**src/rtl/lsu_stage.sv**
```systemverilog
// Load/store stage between EXU and WBU.
// It runs one memory operation at a time: IDLE -> ACCESS (held WAIT_CYCLES+1 cycles) -> RESP.
module lsu_stage #(
  parameter int unsigned WAIT_CYCLES = 0
) (
  input  logic        clk,
  input  logic        rst,
  input  logic        in_valid,
  output logic        in_ready,
  input  logic        in_is_store,
  input  logic [2:0]  in_funct3,
  input  logic [31:0] in_addr,
  input  logic [31:0] in_wdata,
  output logic        out_valid,
  input  logic        out_ready,
  output logic [31:0] out_data,
  output logic        out_err,
  output logic        mem_ren,
  output logic [31:0] mem_raddr,
  output logic [31:0] mem_rlen,
  input  logic [31:0] mem_rdata,
  output logic        mem_wen,
  output logic [31:0] mem_waddr,
  output logic [31:0] mem_wdata,
  output logic [7:0]  mem_wmask
);

  typedef enum logic [1:0] {StIdle, StAccess, StResp} state_e;

  state_e      state_q, state_d;
  logic        is_store_q;
  logic [2:0]  funct3_q;
  logic [31:0] addr_q, wdata_q;
  logic [31:0] data_q, data_d;
  logic        err_q, err_d;
  logic [3:0]  cnt_q, cnt_d;
  logic        in_legal;
  logic        last_access;
  logic        accept;
  logic [31:0] load_ext;
  logic [31:0] len_bytes;
  logic [7:0]  wmask;

  assign accept      = (state_q == StIdle) && in_valid;
  assign last_access = (state_q == StAccess) && (cnt_q == 4'd0);

  // Width/sign legality plus natural alignment of the incoming operation.
  always_comb begin
    in_legal = 1'b0;
    case (in_funct3)
      3'b000:  in_legal = 1'b1;
      3'b001:  in_legal = ~in_addr[0];
      3'b010:  in_legal = (in_addr[1:0] == 2'b00);
      3'b100:  in_legal = ~in_is_store;
      3'b101:  in_legal = ~in_is_store & ~in_addr[0];
      default: in_legal = 1'b0;
    endcase
  end

  always_comb begin
    load_ext  = mem_rdata;
    len_bytes = 32'd4;
    wmask     = 8'h0F;
    case (funct3_q)
      3'b000: begin
        load_ext  = {{24{mem_rdata[7]}}, mem_rdata[7:0]};
        len_bytes = 32'd1;
        wmask     = 8'h01;
      end
      3'b001: begin
        load_ext  = {{16{mem_rdata[15]}}, mem_rdata[15:0]};
        len_bytes = 32'd2;
        wmask     = 8'h03;
      end
      3'b100: begin
        load_ext  = {24'd0, mem_rdata[7:0]};
        len_bytes = 32'd1;
        wmask     = 8'h01;
      end
      3'b101: begin
        load_ext  = {16'd0, mem_rdata[15:0]};
        len_bytes = 32'd2;
        wmask     = 8'h03;
      end
      default: begin
        load_ext  = mem_rdata;
        len_bytes = 32'd4;
        wmask     = 8'h0F;
      end
    endcase
  end

  always_comb begin
    state_d = state_q;
    cnt_d   = cnt_q;
    data_d  = data_q;
    err_d   = err_q;
    unique case (state_q)
      StIdle: begin
        if (in_valid) begin
          data_d  = 32'd0;
          err_d   = ~in_legal;
          state_d = in_legal ? StAccess : StResp;
          cnt_d   = in_legal ? 4'(WAIT_CYCLES) : 4'd0;
        end
      end
      StAccess: begin
        if (cnt_q == 4'd0) begin
          state_d = StResp;
          if (!is_store_q) data_d = load_ext;
        end else begin
          cnt_d = cnt_q - 4'd1;
        end
      end
      StResp: begin
        if (out_ready) state_d = StIdle;
      end
      default: state_d = StIdle;
    endcase
  end

  always_ff @(posedge clk) begin
    if (rst) begin
      state_q    <= StIdle;
      cnt_q      <= 4'd0;
      data_q     <= 32'd0;
      err_q      <= 1'b0;
      is_store_q <= 1'b0;
      funct3_q   <= 3'd0;
      addr_q     <= 32'd0;
      wdata_q    <= 32'd0;
    end else begin
      state_q <= state_d;
      cnt_q   <= cnt_d;
      data_q  <= data_d;
      err_q   <= err_d;
      if (accept) begin
        is_store_q <= in_is_store;
        funct3_q   <= in_funct3;
        addr_q     <= in_addr;
        wdata_q    <= in_wdata;
      end
    end
  end

  // Enables are masked by rst so an access cut short by reset never reaches memory.
  always_comb begin
    mem_ren   = 1'b0;
    mem_raddr = 32'd0;
    mem_rlen  = 32'd0;
    mem_wen   = 1'b0;
    mem_waddr = 32'd0;
    mem_wdata = 32'd0;
    mem_wmask = 8'h00;
    if (state_q == StAccess) begin
      if (is_store_q) begin
        mem_wen   = last_access & ~rst;
        mem_waddr = addr_q;
        mem_wdata = wdata_q;
        mem_wmask = wmask;
      end else begin
        mem_ren   = ~rst;
        mem_raddr = addr_q;
        mem_rlen  = len_bytes;
      end
    end
  end

  assign in_ready  = (state_q == StIdle);
  assign out_valid = (state_q == StResp);
  assign out_data  = data_q;
  assign out_err   = err_q;

endmodule

```
**config.mk**
```make
export PLATFORM = sky130hd
export DESIGN_NAME = lsu_stage
export DESIGN_NICKNAME = d
export VERILOG_FILES = /design/src/rtl/lsu_stage.sv
export SDC_FILE = /design/constraint.sdc
export NUM_CORES = 1
export LEC_CHECK = 0
export ABC_AREA = 1
export CAP_MARGIN = 20
export CORE_MARGIN = 1.5
export CORE_UTILIZATION = 43
export CTS_CLUSTER_DIAMETER = 150
export DETAILED_ROUTE_END_ITERATION = 8
export PLACE_DENSITY = 0.86
export SLEW_MARGIN = 20
export SYNTH_ARGS = -nofsm -noshare
export SYNTH_HDL_FRONTEND = slang
export SYNTH_SLANG_ARGS = --single-unit
export TNS_END_PERCENT = 20
```
**constraint.sdc**
```tcl
create_clock -name clk -period 2 [get_ports clk]
set_input_delay 0.4 -clock clk [delete_from_list [all_inputs] [get_ports clk]]
set_output_delay 0.4 -clock clk [all_outputs]
set_load 0.01 [all_outputs]
```
=== Word level (Yosys, flattened, before mapping) ===
Index checks and enable logic that the tools add are counted.

* Flip-flop bits (word level): 107
* Input bits: 104
* Output and inout bits: 173

* $add $sub $neg: 1
* Reduce and logical (&&, ||, !) cells: 14
* Mux-type cells: 30
* Equality and inequality tests: 14
* Bitwise operators: 6

{| class="wikitable"
|+ Operators by type and width
! operator !! number
|-
| 32-bit 2-to-1 mux || 11
|-
| 32-bit case mux with 4 select lines || 1
|-
| 32-bit case mux with 2 select lines || 1
|-
| 8-bit 2-to-1 mux || 2
|-
| 4-bit case mux with 2 select lines || 2
|-
| 3-bit == test (second input constant) || 4
|-
| 2-bit 2-to-1 mux || 4
|-
| 4-bit 2-to-1 mux || 2
|-
| 3-bit by 1-bit == test with 1-bit output (second input constant) || 2
|-
| 3-bit zero test || 2
|-
| 2-bit inequality test (second input constant) || 3
|-
| 2-bit case mux with 3 select lines || 1
|-
| 3-bit case mux with 2 select lines || 1
|-
| 3-bit AND reduction || 2
|-
| 1-bit case mux with 5 select lines || 1
|-
| 2-bit zero test || 2
|-
| 4-bit zero test || 1
|-
| 1-bit 2-to-1 mux || 4
|-
| 2-bit by 1-bit inequality test with 1-bit output (second input constant) || 2
|-
| 1-bit NOT || 4
|-
| 4-bit AND reduction || 1
|-
| 2-bit OR reduction || 2
|-
| 4-bit by 1-bit subtractor with 4-bit output (second input constant) || 1
|-
| 3-bit by 2-bit == test with 1-bit output (second input constant) || 1
|-
| other kinds (6) || 8
|}

=== Logic depth before layout (Yosys ltp) ===
Gate-level depths: netlist of run 1.

* Depth in word-level cells: 6
* Mapped depth: 10
* Mapped depth without buffers: 9

=== Worst setup path after synthesis of run 1 ===
Ideal clock, no wire load.

* Path kind: reg2out
* Start point: register state_q[0]
* End point: output mem_wmask[3]
* Stages on the path, launching flop included: 7
* Slack: 0.378 ns
* Buffers on the path: 2
* Arrival time: 1.222 ns
* Cells stage by stage: dfxtp_1 inv_2 nor2_2 buf_4 nand2_2 nor2_1 buf_4

* Word-level cells in the longest chain between the ends: 2

{| class="wikitable"
|+ Ends and longest elaborated chain
! item !! RTL line !! text
|-
| from (decl) || 30 || <nowiki>state_e state_q, state_d;</nowiki>
|-
| from (signal assigned) || 124 || <nowiki>state_q <= StIdle;</nowiki>
|-
| from (signal assigned) || 133 || <nowiki>state_q <= state_d;</nowiki>
|-
| 2-bit by 1-bit == test with 1-bit output || 155 || <nowiki>if (state_q == StAccess) begin</nowiki>
|-
| 8-bit 2-to-1 mux || 155 ||
|-
| to (decl) || 25 || <nowiki>output logic [7:0] mem_wmask</nowiki>
|}

No other way between the ends.

=== Worst setup path after layout of run 1 ===
* Start point: register state_q[0]
* End point: output mem_wdata[12]

* Word-level cells in the longest chain between the ends: 2

{| class="wikitable"
|+ Ends and longest elaborated chain
! item !! RTL line !! text
|-
| 2-bit by 1-bit == test with 1-bit output || 155 ||
|-
| 32-bit 2-to-1 mux || 155 ||
|-
| to (decl) || 24 || <nowiki>output logic [31:0] mem_wdata,</nowiki>
|}

No other way between the ends.

==> results.toml, run 1 <==
[grt]
grt_busiest_layer = "met2"
grtUsageMet1 = 0.271
grt-ovfl-total = 0
grt_usage = 0.228
gr-usage-met2 = 0.398
grt_pass1_vias = 4988
met3_usage = 0.0731
antenna_found_initial = 1
grt_pass1_wl_mm = 23.8
grt_max_degree = 80

[critical_path]
critical_path_required_ns = 1.60
end_kind = "primary output"
start_kind = "flip-flop"
arrival_ns = 1.54
path_class = "reg2out"
reg2reg_from = "state_q[0]"
reg2regPathDepth = 9
r2r-end = "out_data[6]"
crit_path_max_fanout = 33
r2r_slack_ns = 0.39

[die]
io_pins = 277
core_um2 = 12100
die_w_um = 114
die_h_um = 114
initial_utilization = 0.441
fp.dieArea_um2 = 13100
row_count = 40

[drt]
drt_first_pass_iters = 5
postRouteAntennaNets = 0
wl_mm = 15.3
drc = 0
route.detailed.wl_per_inst_um = 12.6
dr_total_vias = 5633
via_per_inst = 4.61
drtIter0Drc = 283

[clocking]
clock_latency_ns = 0.34
clk_pin_slew_worst_paths_ns = 0.06
hold_buffers = 0
root_buffer = "clkbuf_16"
cts_max_level = 3
cts_buffer_depth = 2
cts.sinks = 107
numCtsBuffers = 9
cts_tree = "yes"

[timing]
fmax_mhz = 516
hold_viol_final = 0
fin_tns_setup_ns = 0
period_minus_slack_ns = 1.94
layout_setup_ws_ns = 0.0606
slew_violations = 0
rsz0062_at_grt = "no"
skew_ns = 0.00638
setup_violations = 0
timing.hold.ws_ns = 0.483
period_share = 0.970

[synth]
synth_cells = 826
synth_seq_cells = 107
async_flop_share = 0
synthFlopType = "dfxtp_1"
synth-xor-area-share = 0
yosys.area_share.simple = 0.299
yosys.area_share.adder = 0.00470
yosys_warnings = 0
postSynthAreaPerCell_um2 = 6.45
synth-compound-area-share = 0.140
muxShareOfSynthArea = 0
yosysSeqAreaShare = 0.402
synth_edf_count = 0
synthDistinctLibCells = 24
synth_top_family_by_area = "simple AND/OR/NAND/NOR gates"
syn_area_um2 = 5320

[layout]
final_layout_size_suffix_gt1_frac = 0.126
final_cell_area_um2 = 7820
finalNetCount = 1154
multiInputGateArea_um2 = 2500
num-fill-cells = 1122
final_core_util = 0.649
area_growth_syn_to_layout_pct = 47.0
seq_area_um2 = 2140

[min_path]
min_to = "wdata_q[28]"
holdPathStages = 2
hold_class = "reg2reg"
min_from = "wdata_q[28]"

[job]
maxCapViolCount = 0

[placement]
gp_congestion = 0.805
dp_slack_ns = -0.0470
place_area_um2 = 7860
port_buffers = 243
dp_hpwl_mm = 10.9

[pwr]
pwr_density_cell_nw_per_um2 = 731
ir_drop_uv = 493
p_leak_nw = 3.58

[outcome]
status = "complete, no violations"
## metal layers
metal / vias to the layer above / wire length, um
met2: 204 / 7420
met5: - / 0
met3: 18 / 1170
li1: 2890 / -
met1: 2521 / 6510
met4: 0 / 234
## stage by stage
step,std cells,total power [mW]
after detailed placement,1205,3.96
after global routing,1221,6.06
after CTS,1221,5.77
after floorplan,858,3.38
after global placement,1205,3.93
final,1222,5.72
## cells in the mapped netlist (all sizes together), types with 2 or more instances
master | instances | area (um^2)
o21ai | 82 | 410
nor3 | 3 | 15.0
ha | 2 | 25.0
clkbuf | 22 | 82.6
a21oi | 58 | 328
buf | 65 | 437
nor2 | 249 | 947
inv | 79 | 297
dfxtp | 107 | 2140
nand2 | 146 | 558
nand3 | 8 | 52.6
## layout make-up
| type | instances | area share |
|---|---|---|
| tap | 168 | 0.0269 |
| clock inverter | 3 | 0.00592 |
| inverter | 79 | 0.0379 |
| clock buffer | 13 | 0.0333 |
| multi-input combinational | 585 | 0.320 |
| sequential | 107 | 0.274 |
| antenna | 1 | 0.000320 |
| timing repair buffer | 266 | 0.302 |
## cells in the final DEF (no fill, tap or decap)
cell,synthesis,final
clkbuf_16,0,9
buf_12,0,9
clkinvlp_4,0,1
a21o_1,1,1
buf_2,22,1
bufinv_16,0,1
conb_1,1,33
a21oi_1,48,48
inv_1,76,74
clkdlybuf4s15_1,0,19
nor2_4,0,1
clkinv_4,0,1
dlygate4sd2_1,0,20
nor2_1,244,244
inv_2,3,5
nand3_4,1,1
and2_1,1,1
buf_4,36,14
diode_2,0,1
o21ai_0,82,82
nand2_4,0,2
clkdlybuf4s50_1,0,136
nand3_1,7,7
dfxtp_1,107,105
dfxtp_2,0,2
clkbuf_2,0,66
nand2_1,142,141
nor3_1,3,3
or2_2,1,1
clkbuf_1,22,2
nand2_2,4,3
nand4_1,1,1
dlymetal6s2s_1,0,1
clkbuf_8,0,2
a21oi_2,10,10
ha_1,2,2
nor2_2,5,4
## sequential cells by signal, summed over array words and instances, names as in the netlist
| name | cells |
|---|---|
| is_store_q | 1 |
| out_err | 1 |
| cnt_q | 4 |
| out_data | 32 |
| wdata_q | 32 |
| addr_q | 32 |
| funct3_q | 3 |
| state_q | 2 |
## how the worst max path moves through the flow
stage | from | end | slack (ns)
after floorplan | state_q[0] | mem_wmask[3] | 0.38
after global placement | rst | mem_wen | 0.007
after detailed placement | rst | mem_wen | -0.05
after CTS | state_q[0] | mem_waddr[30] | 0.0005
after global routing | state_q[0] | mem_wdata[21] | 0.000003
final | state_q[0] | mem_wdata[12] | 0.06
## report_power, final
part           leakage (nW)  total (mW)  internal (mW)  switching (mW)
registers             0.886        2.46           2.36           0.103
clock network         0.146        1.81           1.04           0.768
logic                  2.55        1.45          0.654           0.793
total                  3.58        5.72           4.06            1.66
## repair_timing
action / CTS / global route
setup endpoints to repair: 105 / 99
gates resized for setup: 119 / 148
setup buffers: 0 / 0
gates cloned: 0 / 0
pin swaps: 1 / 2
endpoints found under the hold margin: 0 / 0
## logic make-up after synthesis
logic type / Yosys count
buf+inv: 166
flops: 107
fa+ha+maj: 2
other cells: 1
simple gates: 409
compound gates: 141
## worst max-delay path, cell delays in order, from the launching register on
cell and delay (ns):
dfxtp_2 0.33, inv_2 0.05, nor2_4 0.17, inv_2 0.08
buf_12 0.17, nor2_1 0.13, clkdlybuf4s15_1 0.26
No activity file was read; power rests on OpenSTA's default activity.
==> run 2, diff against run 1 <==
- ABC_AREA: 1 -> default
- CORE_UTILIZATION: 43 -> 42
==> results.toml, run 2 <==
[placement]
placedCellCount = 1004
dp_hpwl_mm = 11.1
port_buffers = 243
gp_congestion = 0.809

[drt]
dr_total_vias = 5186
drtIter0Drc = 313
postRouteAntennaNets = 0
via_per_inst = 5.05
drt_first_pass_iters = 4
drc = 0
route.detailed.wl_per_inst_um = 15.6
wl_mm = 16.0

[synth]
async_flop_share = 0
syn_area_um2 = 5120
synth.area.top_cells = "dfxtp_1 (42%), nand2_1 (12%), and3_1 (8.1%), a21oi_1 (7.1%), buf_4 (5.3%)"
synthTopCellsByCount = "nand2_1 (162), dfxtp_1 (107), a21oi_1 (73), and3_1 (66), clkbuf_1 (40)"
synth_top_area_cell = "dfxtp_1"
yosysSeqAreaShare = 0.419
synth_cells = 640
synthFlopType = "dfxtp_1"
yosysMostFrequentCell = "nand2_1"
yosysTopAreaCellShare = 0.419
synthDistinctLibCells = 42
synth_edf_count = 0
postSynthAreaPerCell_um2 = 7.99
yosys_warnings = 0
synth_seq_cells = 107

[clocking]
hold_buffers = 0
clk_pin_slew_worst_paths_ns = 0.06
root_buffer = "clkbuf_16"
cts.sinks = 107
clock_latency_ns = 0.33
cts_buffer_depth = 2
numCtsBuffers = 9
cts_tree = "yes"
cts_max_level = 3

[timing]
period_minus_slack_ns = 1.93
fin_tns_setup_ns = 0
worstMarginPinSlew_ns = 0.650
rsz0062_at_grt = "yes"
hold_viol_final = 0
skew_ns = 0.00396
setup_violations = 0
period_share = 0.965
relSlewSlack = 0.566
slew_violations = 0
fmax_mhz = 518

[grt]
grt_usage = 0.243
grt-ovfl-total = 0
grt_max_degree = 72
grt_pass1_vias = 4891
met3_usage = 0.0670
antenna_found_initial = 0
grt_pass1_wl_mm = 25.0
gr-usage-met2 = 0.413
grtUsageMet1 = 0.305
grt_busiest_layer = "met2"

[layout]
seq_area_um2 = 2150
num-fill-cells = 1061
fin_cells = 1026
layout_commonest_cell = "nand2_1"
final_cell_mix = "nand2_1 (162), clkdlybuf4s50_1 (136), dfxtp_1 (102), clkbuf_2 (98), a21oi_1 (73)"
area_growth_syn_to_layout_pct = 48.5
final_layout_size_suffix_gt1_frac = 0.204
multiInputGateArea_um2 = 2630
insertedDiodeCount = 0
final_core_util = 0.635
finalNetCount = 981

[critical_path]
crit_path_max_fanout = 3
reg2regPathDepth = 7
reg2reg_from = "cnt_q[0]"
path_class = "reg2out"
start_kind = "flip-flop"
end_kind = "primary output"
arrival_ns = 1.53
critical_path_required_ns = 1.60
r2r-end = "out_data[16]"
r2r_slack_ns = 0.16

[min_path]
min_from = "wdata_q[7]"
hold_class = "reg2reg"
min_to = "wdata_q[7]"
holdPathStages = 2

[die]
die_h_um = 113
core_um2 = 12000
die_w_um = 113
row_count = 40
fp.dieArea_um2 = 12900
io_pins = 277
initial_utilization = 0.428

[outcome]
status = "complete, no violations"

[pwr]
p_leak_nw = 3.45
p_total_mw = 5.00
pwr_density_cell_nw_per_um2 = 658
ir_drop_uv = 511

[job]
maxCapViolCount = 0
-- run 2: cell types whose count changed after synthesis, sizes merged, moves of 8 or more --
cell / delta
a21oi: +15
a32o: +16
and2: +33
and3: +66
buf: -17
clkbuf: +18
inv: -75
mux2i: +17
nand2: +16
nand2b: +16
nand3: -8
nor2: -247
o21a: +9
o21ai: -69
-- run 2: cell families (layout without fill, tap and decap cells) --
kind of cell    count (synthesis)  count (layout)  synth area share
fa+ha+maj                       2               2           0.00489
mux                            17              17            0.0333
other cells                     1              33          0.000733
compound gates                119             119             0.144
simple gates                  302             302             0.299
flops                         107             107             0.419
buf+inv                        92             299            0.0995
-- run 2: routing by layer --
metal,part of all wire,wire length (um)
met1,0.42,6700
met2,0.49,7870
met3,0.076,1210
met4,0.014,217
met5,0,0
-- run 2: worst max-delay path by stage --
stage                     startpoint    endpoint  slack (ns)  cells after the start
after floorplan                  rst     mem_ren         0.1                      4
after CTS                   cnt_q[1]     mem_wen       -0.05                      6
final                       cnt_q[0]     mem_wen        0.07                      6
after detailed placement    in_valid  state_q[0]       -0.23                      5
after global placement      in_valid  state_q[0]       -0.20                      5
after global routing        cnt_q[1]     mem_wen       -0.03                      6
-- run 2: worst max-delay path, cell delays in order (launching register included) --
cell	delay [ns]
dfxtp_2	0.32
inv_1	0.07
ha_2	0.18
nor3b_4	0.18
buf_4	0.15
and3_1	0.15
buf_2	0.14
-- run 2: final cells by class --
cell class,instances,area share
flip-flops and latches,107,0.283
repair buffers,280,0.307
inverters,4,0.00198
clock inverters,1,0.000988
clock buffers,14,0.0361
multi-input cells,473,0.347
well taps,147,0.0242
-- run 2: per-stage QoR --
stage          hold WS [ns]  instance area, um^2  worst slack (ns)
2_1_floorplan         0.432                 5240            0.0999
3_3_place_gp          0.437                 7670            -0.201
3_5_place_dp          0.442                 7670            -0.232
4_1_cts               0.452                 8000           -0.0513
5_1_grt               0.466                 7600           -0.0348
6_report              0.450                 7600            0.0697
-- run 2: where the power goes --
part / leakage, nW / internal [mW] / switching, mW
logic: 2.44 / 0.482 / 0.487
registers: 0.877 / 2.26 / 0.0883
clock network: 0.135 / 0.942 / 0.743
-- run 2: repair_timing --
| action | 4_1_cts | 5_1_grt |
|---|---|---|
| setup endpoints to repair | 122 | 115 |
| resized for setup | 171 | 165 |
| cloned | 2 | 0 |
| buffers inserted | 4 | 0 |
| pin swaps | 1 | 0 |
==> run 3, diff against run 2 <==
- ABC_AREA: default -> 0
==> results of run 3 <==
No change in the layout: final DEF, timing and power equal those of run 2.
